===== src/rtl/rf_recovery_seq_if.sv =====
// Bundle of the sequencer's links to the error detector, fetch stage,
// checkpoint bank read port and register-file write arbiter.
interface rf_recovery_seq_if #(
    parameter int ADDR_WIDTH = 5,
    parameter int DATA_WIDTH = 32,
    parameter int CNT_WIDTH  = 8
);
    logic                  error_i;
    logic                  fetch_block_o;
    logic                  rd_req_o;
    logic [ADDR_WIDTH-1:0] rd_addr_o;
    logic [DATA_WIDTH-1:0] rd_data_i;
    logic                  wr_req_o;
    logic                  wr_gnt_i;
    logic [ADDR_WIDTH-1:0] wr_addr_o;
    logic [DATA_WIDTH-1:0] wr_data_o;
    logic                  done_o;
    logic [CNT_WIDTH-1:0]  rec_count_o;

    modport master (
        input  error_i, rd_data_i, wr_gnt_i,
        output fetch_block_o, rd_req_o, rd_addr_o, wr_req_o,
        output wr_addr_o, wr_data_o, done_o, rec_count_o
    );

    modport slave (
        output error_i, rd_data_i, wr_gnt_i,
        input  fetch_block_o, rd_req_o, rd_addr_o, wr_req_o,
        input  wr_addr_o, wr_data_o, done_o, rec_count_o
    );
endinterface


===== src/rtl/rf_recovery_seq.sv =====
// Register-file recovery sequencer: on an error, stalls fetch and copies every
// architectural register from the checkpoint bank back into the register file.
module rf_recovery_seq #(
    parameter int ADDR_WIDTH = 5,
    parameter int DATA_WIDTH = 32,
    parameter int SKIP_R0    = 1,
    parameter int CNT_WIDTH  = 8
) (
    input  logic               clk,
    input  logic               rst_i,
    rf_recovery_seq_if.master  bus
);

    localparam int NUM_REG = 2 ** ADDR_WIDTH;
    localparam logic [ADDR_WIDTH-1:0] START = (SKIP_R0 != 0) ? ADDR_WIDTH'(1) : '0;
    localparam logic [ADDR_WIDTH-1:0] LAST  = ADDR_WIDTH'(NUM_REG - 1);

    typedef enum logic [2:0] {
        IDLE,
        READ,
        LATCH,
        WRITE,
        DONE
    } state_t;

    state_t                state;
    logic [ADDR_WIDTH-1:0] addr;
    logic [DATA_WIDTH-1:0] data_q;
    logic [CNT_WIDTH-1:0]  rec_cnt;
    logic                  fetch_block;
    logic                  rd_req;
    logic                  wr_req;
    logic                  done;

    function automatic logic [CNT_WIDTH-1:0] sat_inc(input logic [CNT_WIDTH-1:0] v);
        return (v == '1) ? v : v + 1'b1;
    endfunction

    // Strobes are registered alongside the state they belong to, so each one
    // is set on the transition into its state and cleared by default otherwise.
    always_ff @(posedge clk or posedge rst_i) begin
        if (rst_i) begin
            state       <= IDLE;
            addr        <= START;
            data_q      <= '0;
            rec_cnt     <= '0;
            fetch_block <= 1'b0;
            rd_req      <= 1'b0;
            wr_req      <= 1'b0;
            done        <= 1'b0;
        end else begin
            rd_req <= 1'b0;
            wr_req <= 1'b0;
            done   <= 1'b0;
            if (state == LATCH) begin
                data_q <= bus.rd_data_i;
            end
            // An error in any state (re)starts the walk; a grant in this same
            // cycle has already been taken by the arbiter.
            if (bus.error_i) begin
                state       <= READ;
                addr        <= START;
                rec_cnt     <= sat_inc(rec_cnt);
                fetch_block <= 1'b1;
                rd_req      <= 1'b1;
            end else begin
                case (state)
                    IDLE: begin
                        state <= IDLE;
                    end
                    READ: begin
                        state <= LATCH;
                    end
                    LATCH: begin
                        state  <= WRITE;
                        wr_req <= 1'b1;
                    end
                    WRITE: begin
                        if (bus.wr_gnt_i) begin
                            if (addr == LAST) begin
                                state <= DONE;
                                done  <= 1'b1;
                            end else begin
                                addr   <= addr + 1'b1;
                                state  <= READ;
                                rd_req <= 1'b1;
                            end
                        end else begin
                            wr_req <= 1'b1;
                        end
                    end
                    DONE: begin
                        state       <= IDLE;
                        addr        <= START;
                        fetch_block <= 1'b0;
                    end
                    default: begin
                        state       <= IDLE;
                        addr        <= START;
                        fetch_block <= 1'b0;
                    end
                endcase
            end
        end
    end

    assign bus.fetch_block_o = fetch_block;
    assign bus.rd_req_o      = rd_req;
    assign bus.rd_addr_o     = addr;
    assign bus.wr_req_o      = wr_req;
    assign bus.wr_addr_o     = addr;
    assign bus.wr_data_o     = data_q;
    assign bus.done_o        = done;
    assign bus.rec_count_o   = rec_cnt;

endmodule


===== src/flat_wrapper.sv =====
// flat-port wrapper written by rule: the top's interface ports become plain ports
module rf_recovery_seq_flat 
#(
    parameter int ADDR_WIDTH = 5,
    parameter int DATA_WIDTH = 32,
    parameter int SKIP_R0    = 1,
    parameter int CNT_WIDTH  = 8
)
  (clk, rst_i, bus_error_i, bus_rd_data_i, bus_wr_gnt_i, bus_fetch_block_o, bus_rd_req_o, bus_rd_addr_o, bus_wr_req_o, bus_wr_addr_o, bus_wr_data_o, bus_done_o, bus_rec_count_o);
  rf_recovery_seq_if #(.ADDR_WIDTH(ADDR_WIDTH), .DATA_WIDTH(DATA_WIDTH), .CNT_WIDTH(CNT_WIDTH)) bus_i ();
  input  logic clk;
  input  logic rst_i;
  input wire logic [$bits(bus_i.error_i)-1:0] bus_error_i;
  input wire logic [$bits(bus_i.rd_data_i)-1:0] bus_rd_data_i;
  input wire logic [$bits(bus_i.wr_gnt_i)-1:0] bus_wr_gnt_i;
  output wire logic [$bits(bus_i.fetch_block_o)-1:0] bus_fetch_block_o;
  output wire logic [$bits(bus_i.rd_req_o)-1:0] bus_rd_req_o;
  output wire logic [$bits(bus_i.rd_addr_o)-1:0] bus_rd_addr_o;
  output wire logic [$bits(bus_i.wr_req_o)-1:0] bus_wr_req_o;
  output wire logic [$bits(bus_i.wr_addr_o)-1:0] bus_wr_addr_o;
  output wire logic [$bits(bus_i.wr_data_o)-1:0] bus_wr_data_o;
  output wire logic [$bits(bus_i.done_o)-1:0] bus_done_o;
  output wire logic [$bits(bus_i.rec_count_o)-1:0] bus_rec_count_o;
  assign bus_i.error_i = bus_error_i;
  assign bus_i.rd_data_i = bus_rd_data_i;
  assign bus_i.wr_gnt_i = bus_wr_gnt_i;
  assign bus_fetch_block_o = bus_i.fetch_block_o;
  assign bus_rd_req_o = bus_i.rd_req_o;
  assign bus_rd_addr_o = bus_i.rd_addr_o;
  assign bus_wr_req_o = bus_i.wr_req_o;
  assign bus_wr_addr_o = bus_i.wr_addr_o;
  assign bus_wr_data_o = bus_i.wr_data_o;
  assign bus_done_o = bus_i.done_o;
  assign bus_rec_count_o = bus_i.rec_count_o;
  rf_recovery_seq #(.ADDR_WIDTH(ADDR_WIDTH), .DATA_WIDTH(DATA_WIDTH), .SKIP_R0(SKIP_R0), .CNT_WIDTH(CNT_WIDTH)) u_core (.clk(clk), .rst_i(rst_i), .bus(bus_i));
endmodule

===== config.mk =====
export PLATFORM = sky130hd
export DESIGN_NAME = rf_recovery_seq_flat
export DESIGN_NICKNAME = d
export VERILOG_FILES = /design/src/rtl/rf_recovery_seq_if.sv /design/src/rtl/rf_recovery_seq.sv /design/src/flat_wrapper.sv
export SDC_FILE = /design/constraint.sdc
export NUM_CORES = 1
export LEC_CHECK = 0
export ABC_AREA = 1
export CAP_MARGIN = 10
export CORE_MARGIN = 2
export CORE_UTILIZATION = 39
export CTS_CLUSTER_DIAMETER = 200
export CTS_CLUSTER_SIZE = 12
export DETAILED_ROUTE_END_ITERATION = 10
export PLACE_DENSITY = 0.8
export RECOVER_POWER = 25
export SETUP_SLACK_MARGIN = 0.4
export SYNTH_ARGS = -nofsm -noshare
export SYNTH_HDL_FRONTEND = slang
export SYNTH_SLANG_ARGS = --single-unit
export TNS_END_PERCENT = 100

===== constraint.sdc =====
create_clock -name clk -period 1.9 [get_ports clk]
set_input_delay 0.57 -clock clk [delete_from_list [all_inputs] [get_ports clk]]
set_output_delay 0.57 -clock clk [all_outputs]
set_load 0.1 [all_outputs]

## Word-level counts from Yosys, hierarchy flattened

Index checks and enable logic that the tools add are counted.

- Bits of input ports: 36
- Word-level logic and storage cells: 46
- Register bits: 52
- Output and inout port bits: 54

- Equal/unequal tests: 9
- Bitwise gates (word level): 1
- Mux-type cells: 21
- Add/sub/neg operators: 2
- Reductions and logical operators: 5

Operators by type and width:

| cell | count |
|---|---|
| $mux W5 | 3 |
| $mux W1 | 12 |
| $pmux W5 S2 | 1 |
| $mux W3 | 3 |
| $pmux W3 S3 | 1 |
| $add A8 B1 Y8 const B | 1 |
| $eq A8 B8 Y1 const B | 1 |
| $eq A3 B2 Y1 const B | 2 |
| $ne A3 B3 Y1 const B | 2 |
| $add A5 B1 Y5 const B | 1 |
| $eq A5 B5 Y1 const B | 1 |
| $ne A2 B1 Y1 const B | 2 |
| $reduce_or A4 Y1 | 1 |
| $eq A3 B1 Y1 const B | 1 |
| $logic_not A3 Y1 | 1 |
| $reduce_and A3 Y1 | 1 |
| $reduce_or A3 Y1 | 1 |
| $pmux W1 S2 | 1 |
| $reduce_and A2 Y1 | 1 |
| $not A1 Y1 | 1 |

## Longest topological paths before layout

- Word-level depth: 5
- Depth in mapped cells: 10
- Mapped depth without buffers: 10

## Least setup slack after synthesis

No wires, ideal clock.

- Path type: flip-flop to flip-flop
- Start point: reg u_core.addr[1] (netlist: u_core.bus.rd_addr_o[1])
- End point: reg u_core.addr[3] (netlist: u_core.bus.rd_addr_o[3])
- Data arrival time: 2.064 ns
- Setup time: 0.077 ns
- Clock period less this slack: 2.141 ns
- Stages on the path, launching flop included: 11
- Path slack: -0.241 ns
- Path buffers: 0
- Required time: 1.823 ns
- Cells stage by stage: dfrtp_1 -> ha_1 -> inv_1 -> nor2_1 -> ha_1 -> nor2_1 -> nand2_1 -> inv_1 -> nor2_2 -> nand2_1 -> o21ai_1

- Longest elaborated chain between the ends: 5
- Elaborated cells on any way between the ends: 8
- Those cells by class: add/sub: 1; eq/ne: 2; mux: 4; reduce/logical: 1

RTL lines:

| what | line | text |
|---|---|---|
| from (decl) | rf_recovery_seq.sv:27 | `logic [ADDR_WIDTH-1:0] addr;` |
| from (signal assigned) | rf_recovery_seq.sv:84 | `addr <= addr + 1'b1;` |
| $add A5 B1 Y5 | rf_recovery_seq.sv:84 |  |
| $mux W5 | rf_recovery_seq.sv:80 | `if (addr == LAST) begin` |
| $mux W5 | rf_recovery_seq.sv:79 | `if (bus.wr_gnt_i) begin` |
| $pmux W5 S2 | rf_recovery_seq.sv:67 | `case (state)` |
| $mux W5 | rf_recovery_seq.sv:60 | `if (bus.error_i) begin` |

Parallel ways exist; a longest one is shown, timed or not. The select of a mux whose other input is x is not followed.
A chain may end at the register's enable or synchronous reset.

## Final worst setup path

- Start point: reg u_core.addr[0] (netlist: u_core.bus.rd_addr_o[0])
- End point: out bus_rd_addr_o[0]

RTL lines:

| what | line | text |
|---|---|---|
| to (decl) | flat_wrapper.sv:18 | `output wire logic [$bits(bus_i.rd_addr_o)-1:0] bus_rd_addr_o;` |

No word-level cell between the ends.

==> metrics.md <==
| Metric | Value |
|---|---|
| Worst slack at placement | 58.8 ps |
| Routed vias/inst | 4.76 |
| Top cells by area, synth | dfrtp_1 (57%), nand2_1 (24%), inv_1 (2.3%) |
| Post-Route Setup TNS | 0 ps |
| Vias | 2149 |
| Startpoint Class | flip-flop |
| Status | completed |
| Worst EP required | 1330 ps |
| Die Wd | 79.9 um |
| Final core utilization | 75.6% |
| Layout Skew | 5.69 ps |
| Post-layout min period | 1730 ps |
| DP HPWL | 4.21 mm |
| GRT Util Overall | 19.8% |
| Max incr delay on CP | 680 ps |
| Crit-path cells | buf_12 |
| R2R Setup Slk | 220 ps |
| Slowest-stage cell, CP | dfstp_4 |
| First-pass iteration count of the detailed router | 4 |
| Syn nets | 308 |
| Class of the worst hold path | flip-flop to flip-flop |
| CTS Sinks | 52 |
| DRC | 0 |
| Grt total ovfl | 0 |
| Buffers and inverters on the worst path | 1 |
| Final setup violation count | 0 |
| Crit-path max FO | 4 |
| First-pass GRT wire length | 9.90 mm |
| Slew Limit Fails | 0 |
| Nets | 418 |
| Top-area cell type share of the netlist area | 56.8% |
| CP delay by family, top | flip-flops |
| Count of state elements after synthesis | 52 |
| Total power | 6.26 mW |
| Final Hold Viols | 0 |
| Port bufs | 89 |
| Die Y | 79.9 um |
| Clock buffer depth | 2 |
| Gpl congestion | 0.800 |
| Initial Util | 40.5% |
| Hold Crit Start | u_core.bus.wr_data_o[6] |
| Worst-margin pin slew | 687 ps |
| Sequential share of the synthesized area | 58.0% |
| Initial DRC Count | 66 |
| Mean area per synthesized cell | 8.38 um^2 |
| Num CTS Buffers | 5 |
| Synth Area in Compound Gates | 2.12% |
| Achievable Freq | 578 MHz |
| Die area | 0.00638 mm^2 |
| Antenna Nets Post-Route | 0 |
| Reg-to-reg critical path startpoint | u_core.bus.rd_addr_o[0] |
| Layout cells sized above 1 | 33.2% |
| Hold_ws | 538 ps |
| Vias in the first global route | 2126 |
| Row count | 27 |
| Max cap viols | 0 |
| Area delta synth->final | 86.6% |
| Fin area | 0.00419 mm^2 |
| Leak | 2.00 nW |
| IR drop worst, VDD | 1.34 mV |
| Most used DFF post-synth | dfrtp_1 |
| Main combinational cell family by area after synthesis | simple AND/OR/NAND/NOR gates |
| Clk slew on worst S/H paths | 90 ps |
| Routed WL | 6.13 mm |
| Arrival @ worst endpoint | 1160 ps |
| WS Path Type | flip-flop to output pin |
| Endpoint kind of the worst setup timing path | output pin |
| Final WS setup | 170 ps |
| Largest net degree at the start of global routing | 34 |
| Htree depth | 2 |
| Synth unique cells | 21 |
| Crit path launch | u_core.bus.rd_addr_o[0] |
| Fillers | 342 |
| Core region area | 0.00554 mm^2 |
| Post-synthesis async set-or-reset flop share | 100% |
| I/O pins | 90 |
| Cell Pwr Density | 1490 mW/mm^2 |
| Unrepaired setup endpoints after global routing | yes |
| Post-synthesis cell count | 268 |
| Mapped cell area | 0.00225 mm^2 |
| Clk Latency, worst-skew pair | 290 ps |
| Routed length per instance | 13.6 um |
| Diode count | 0 |
| # placed instances | 421 |
| Initial antenna violation count | 0 |
| Xor and xnor fraction of the mapped netlist area | 1.56% |
| Post-synth EDFFs | 0 |
| Multiplexer area fraction after synthesis | 0% |
| Fin cells | 451 |
| CTS tree | yes |
| DP Area | 0.00380 mm^2 |
| Adder-Cell Fraction of Synth Area | 2.23% |
| Root buffer cell | clkbuf_8 |
| Synth cell count leaders | nand2_1 (146), dfrtp_1 (51), inv_1 (14) |
| Final period util | 91.1% |
| Slew headroom | 54.2% |
| Count leader, synth | nand2_1 |
| Yosys warns | 0 |
| Yosys top cell by area | dfrtp_1 |
| Post-Synth Simple-Gate Area | 30.3% |
-- state kept, by name (all words and copies together), names as in the netlist --
name                      count
u_core.bus.wr_data_o         32
u_core.bus.rec_count_o        8
u_core.bus.rd_addr_o          5
u_core.state                  3
u_core.bus.done_o             1
u_core.bus.fetch_block_o      1
u_core.bus.rd_req_o           1
u_core.bus.wr_req_o           1
-- kinds of logic after synthesis --
family	Yosys count
compound gates	9
xor+xnor	4
flops	52
fa+ha+maj	4
buf+inv	28
simple gates	171
-- cell type report --
| cell class | count | area (um^2) | share of cell area [%] |
|---|---|---|---|
| repair buffers | 114 | 1670 | 39.9 |
| flip-flops and latches | 52 | 1340 | 31.9 |
| clock buffers | 8 | 100 | 2.39 |
| well taps | 72 | 90.1 | 2.15 |
| multi-input cells | 188 | 921 | 22.0 |
| inverters | 17 | 72.6 | 1.73 |
-- power breakdown --
group	total, mW	switching [mW]	internal [mW]
registers	1.72	0.326	1.40
logic	3.87	2.48	1.39
clock network	0.673	0.340	0.333
total	6.26	3.14	3.12
-- placed cells by master, fill, tap and decap left out, drive strengths merged --
cell type / count
nand2: 148
dfrtp: 51
dfstp: 1
nor2: 11
buf: 77
dlymetal6s2s: 1
xor2: 2
o31ai: 1
inv: 16
xnor2: 2
o21ai: 7
nor3: 3
nand3: 8
clkinvlp: 1
clkdlybuf4s50: 33
a21oi: 1
ha: 4
nand4: 1
dlygate4sd3: 1
clkbuf: 10
-- metal layers --
layer	vias to the layer above	wire, um	track usage (%)
met5	-	0	0
met4	0	48	5.25
met3	6	371	3.85
met2	83	3210	33.8
met1	1024	2500	25.7
li1	1036	-	-
-- final timing paths --
path,to,cells after the start
max in group asynchronous,u_core.bus.wr_data_o[20],3
min,u_core.bus.wr_data_o[6],2
max,bus_rd_addr_o[0],1
max reg2reg,u_core.bus.rd_addr_o[2],10
min in group asynchronous,u_core.bus.rec_count_o[3],3
min reg2reg,u_core.bus.wr_data_o[6],2
-- what timing repair did --
| item | 4_1_cts | 5_1_grt |
|---|---|---|
| resized for setup | 12 | 10 |
| endpoints found under the setup margin | 26 | 39 |
| setup buffers | 16 | 6 |
| hold endpoints to repair | 0 | 0 |
| hold buffers | 0 | 0 |
| pin swaps | 5 | 6 |
Note: power is estimated with default switching activity, not from simulation.
==> variant, RTL diff (same flow settings) <==
`DATA_WIDTH` is set to 32 in 3 places; all go to 40.
--- a/src/rtl/rf_recovery_seq_if.sv
+++ b/src/rtl/rf_recovery_seq_if.sv
@@ -2,7 +2,7 @@
 // checkpoint bank read port and register-file write arbiter.
 interface rf_recovery_seq_if #(
     parameter int ADDR_WIDTH = 5,
-    parameter int DATA_WIDTH = 32,
+    parameter int DATA_WIDTH = 40,
     parameter int CNT_WIDTH  = 8
 );
     logic                  error_i;
--- a/src/rtl/rf_recovery_seq.sv
+++ b/src/rtl/rf_recovery_seq.sv
@@ -2,7 +2,7 @@
 // architectural register from the checkpoint bank back into the register file.
 module rf_recovery_seq #(
     parameter int ADDR_WIDTH = 5,
-    parameter int DATA_WIDTH = 32,
+    parameter int DATA_WIDTH = 40,
     parameter int SKIP_R0    = 1,
     parameter int CNT_WIDTH  = 8
 ) (
--- a/src/flat_wrapper.sv
+++ b/src/flat_wrapper.sv
@@ -2,7 +2,7 @@
 module rf_recovery_seq_flat 
 #(
     parameter int ADDR_WIDTH = 5,
-    parameter int DATA_WIDTH = 32,
+    parameter int DATA_WIDTH = 40,
     parameter int SKIP_R0    = 1,
     parameter int CNT_WIDTH  = 8
 )
Ports: changed (resized bus_rd_data_i and bus_wr_data_o); port bits go from 90 to 106. The function was not compared with the original's and may differ.
==> variant against the original RTL <==
Count of clock-buffer cells in the layout is 4 higher; sequential cell count increased by 8; largest power group unchanged; area after synthesis grew 15%; via count up 16%; worst hold slack improved by 2.3 ps; highest routed layer unchanged; worst setup slack got worse by 5.3 ps; critical path depth unchanged; clock skew down 1.2 ps; wire length grew 20%; first-iteration DRC count is 91% higher; power rose by 28%; die area grew 14%; cell area rose by 18%; global-route usage increased by 0.25 points.
==> variant: results (changes against the original RTL) <==
[yosys]
synth_nets=349  ; +13%
synth_top_cells_by_area=dfrtp_1 (57%), nand2_1 (24%), nor2_1 (2.0%), ha_1 (1.9%), buf_6 (1.7%)
synthTopCellsByCount=nand2_1 (166), dfrtp_1 (59), nor2_1 (14), inv_1 (12), nand3_1 (6)
synthDistinctLibCells=24  ; +14%
ys_seq_area_frac=0.5805  ; about the same
avgSynthCellArea_um2=8.600  ; +2.6%

[detailed_routing]
finalWirelength_mm=7.368  ; +20%
drt_pre_antenna_iters=5  ; +1
viasPerCell=4.766  ; about the same

[global_routing]
grt_max_degree=42  ; +24%
grt_first_pass_wirelength_mm=11.56  ; +17%
grt_pass1_vias=2489  ; +17%
track_usage=0.2004  ; +0.002494

[worst_setup_path]
ff2ff_path_depth=9  ; -1
crit_path_max_fanout=3  ; -1

[cts]
cts_made_buffers=9  ; +4
clock_latency_ps=330  ; +40 ps
htreeDepth=3  ; +1

[placed_design]
dp.cells=474  ; +13%
port_buffers=105  ; +18%

[final_layout]
finalNonFillerCells=522  ; +16%
drive_gt1_frac=0.3506  ; +0.01811
nets=488  ; +17%

[status]
outcome=completed

[pwr]
ir_worst_vdd_v=0.001180  ; -12%
leakagePower_nw=2.387  ; +19%

[timing]
relSlewSlack=0.5032  ; -0.03855
final.setup_skew_ps=4.459  ; -1.228 ps

==> variant: final cells by class <==
type,instances,area (um^2)
timing repair buffer,140,1931
clock inverter,4,95.09
tap,77,96.34
fill,389,1446
sequential,60,1536
multi-input combinational,213,1060
inverter,16,66.31
clock buffer,12,155.1
==> variant: final timing paths <==
check,startpoint,to,slack [ps]
max in group asynchronous,rst_i,u_core.bus.rd_addr_o[3],400
worst min register to register,u_core.bus.wr_data_o[11],u_core.bus.wr_data_o[11],540
worst min-delay path,u_core.bus.wr_data_o[11],u_core.bus.wr_data_o[11],540
worst max-delay path,u_core.bus.rd_addr_o[0],bus_rd_addr_o[0],160
worst max register to register,u_core.bus.rd_addr_o[0],u_core.state[0],220
min in group asynchronous,rst_i,u_core.bus.wr_data_o[14],570
==> variant: cells by family after synthesis <==
| family | Yosys count | share of synthesized area |
|---|---|---|
| buf+inv | 29 | 0.06283 |
| flops | 60 | 0.5805 |
| xor+xnor | 3 | 0.01015 |
| simple gates | 196 | 0.3088 |
| fa+ha+maj | 4 | 0.01933 |
| compound gates | 9 | 0.01836 |
==> variant: per-stage QoR <==
step           power, mW  instance area, um^2    util  hold slack, ps  setup WS, ps
6_report           8.008                 4940  0.7735           539.9         164.5
5_1_grt            8.274                 4940  0.7735           552.0         146.5
2_1_floorplan      4.586                 2665       -           444.6         162.7
4_1_cts            7.919                 4786  0.7494           445.8         158.6
3_3_place_gp       6.268                 4357  0.6822           489.1         158.5
3_5_place_dp       6.335                 4357  0.6822           496.0         136.7
==> variant: power groups by stage <==
stage | combinational, mW | clock (mW) | sequential [mW]
floorplan | 0.513 | 0 | 4.07
global placement | 4.24 | 0 | 2.03
detailed placement | 4.29 | 0 | 2.05
CTS | 4.51 | 1.45 | 1.97
global route | 4.76 | 1.51 | 2.01
finish | 4.60 | 1.43 | 1.97
==> variant: repair_timing <==
action	4_1_cts	5_1_grt
buffers inserted	19	12
resized for setup	6	21
setup endpoints to repair	55	117
cloned	0	1
pin swaps	0	4
==> variant: metal layers <==
layer  track usage  vias up  part of all wire
met3       0.03405       14             0.049
met1        0.2431     1204              0.38
met5             0        -                 0
met4       0.08369        0             0.022
li1              -     1189                 -
met2        0.3516       81              0.55
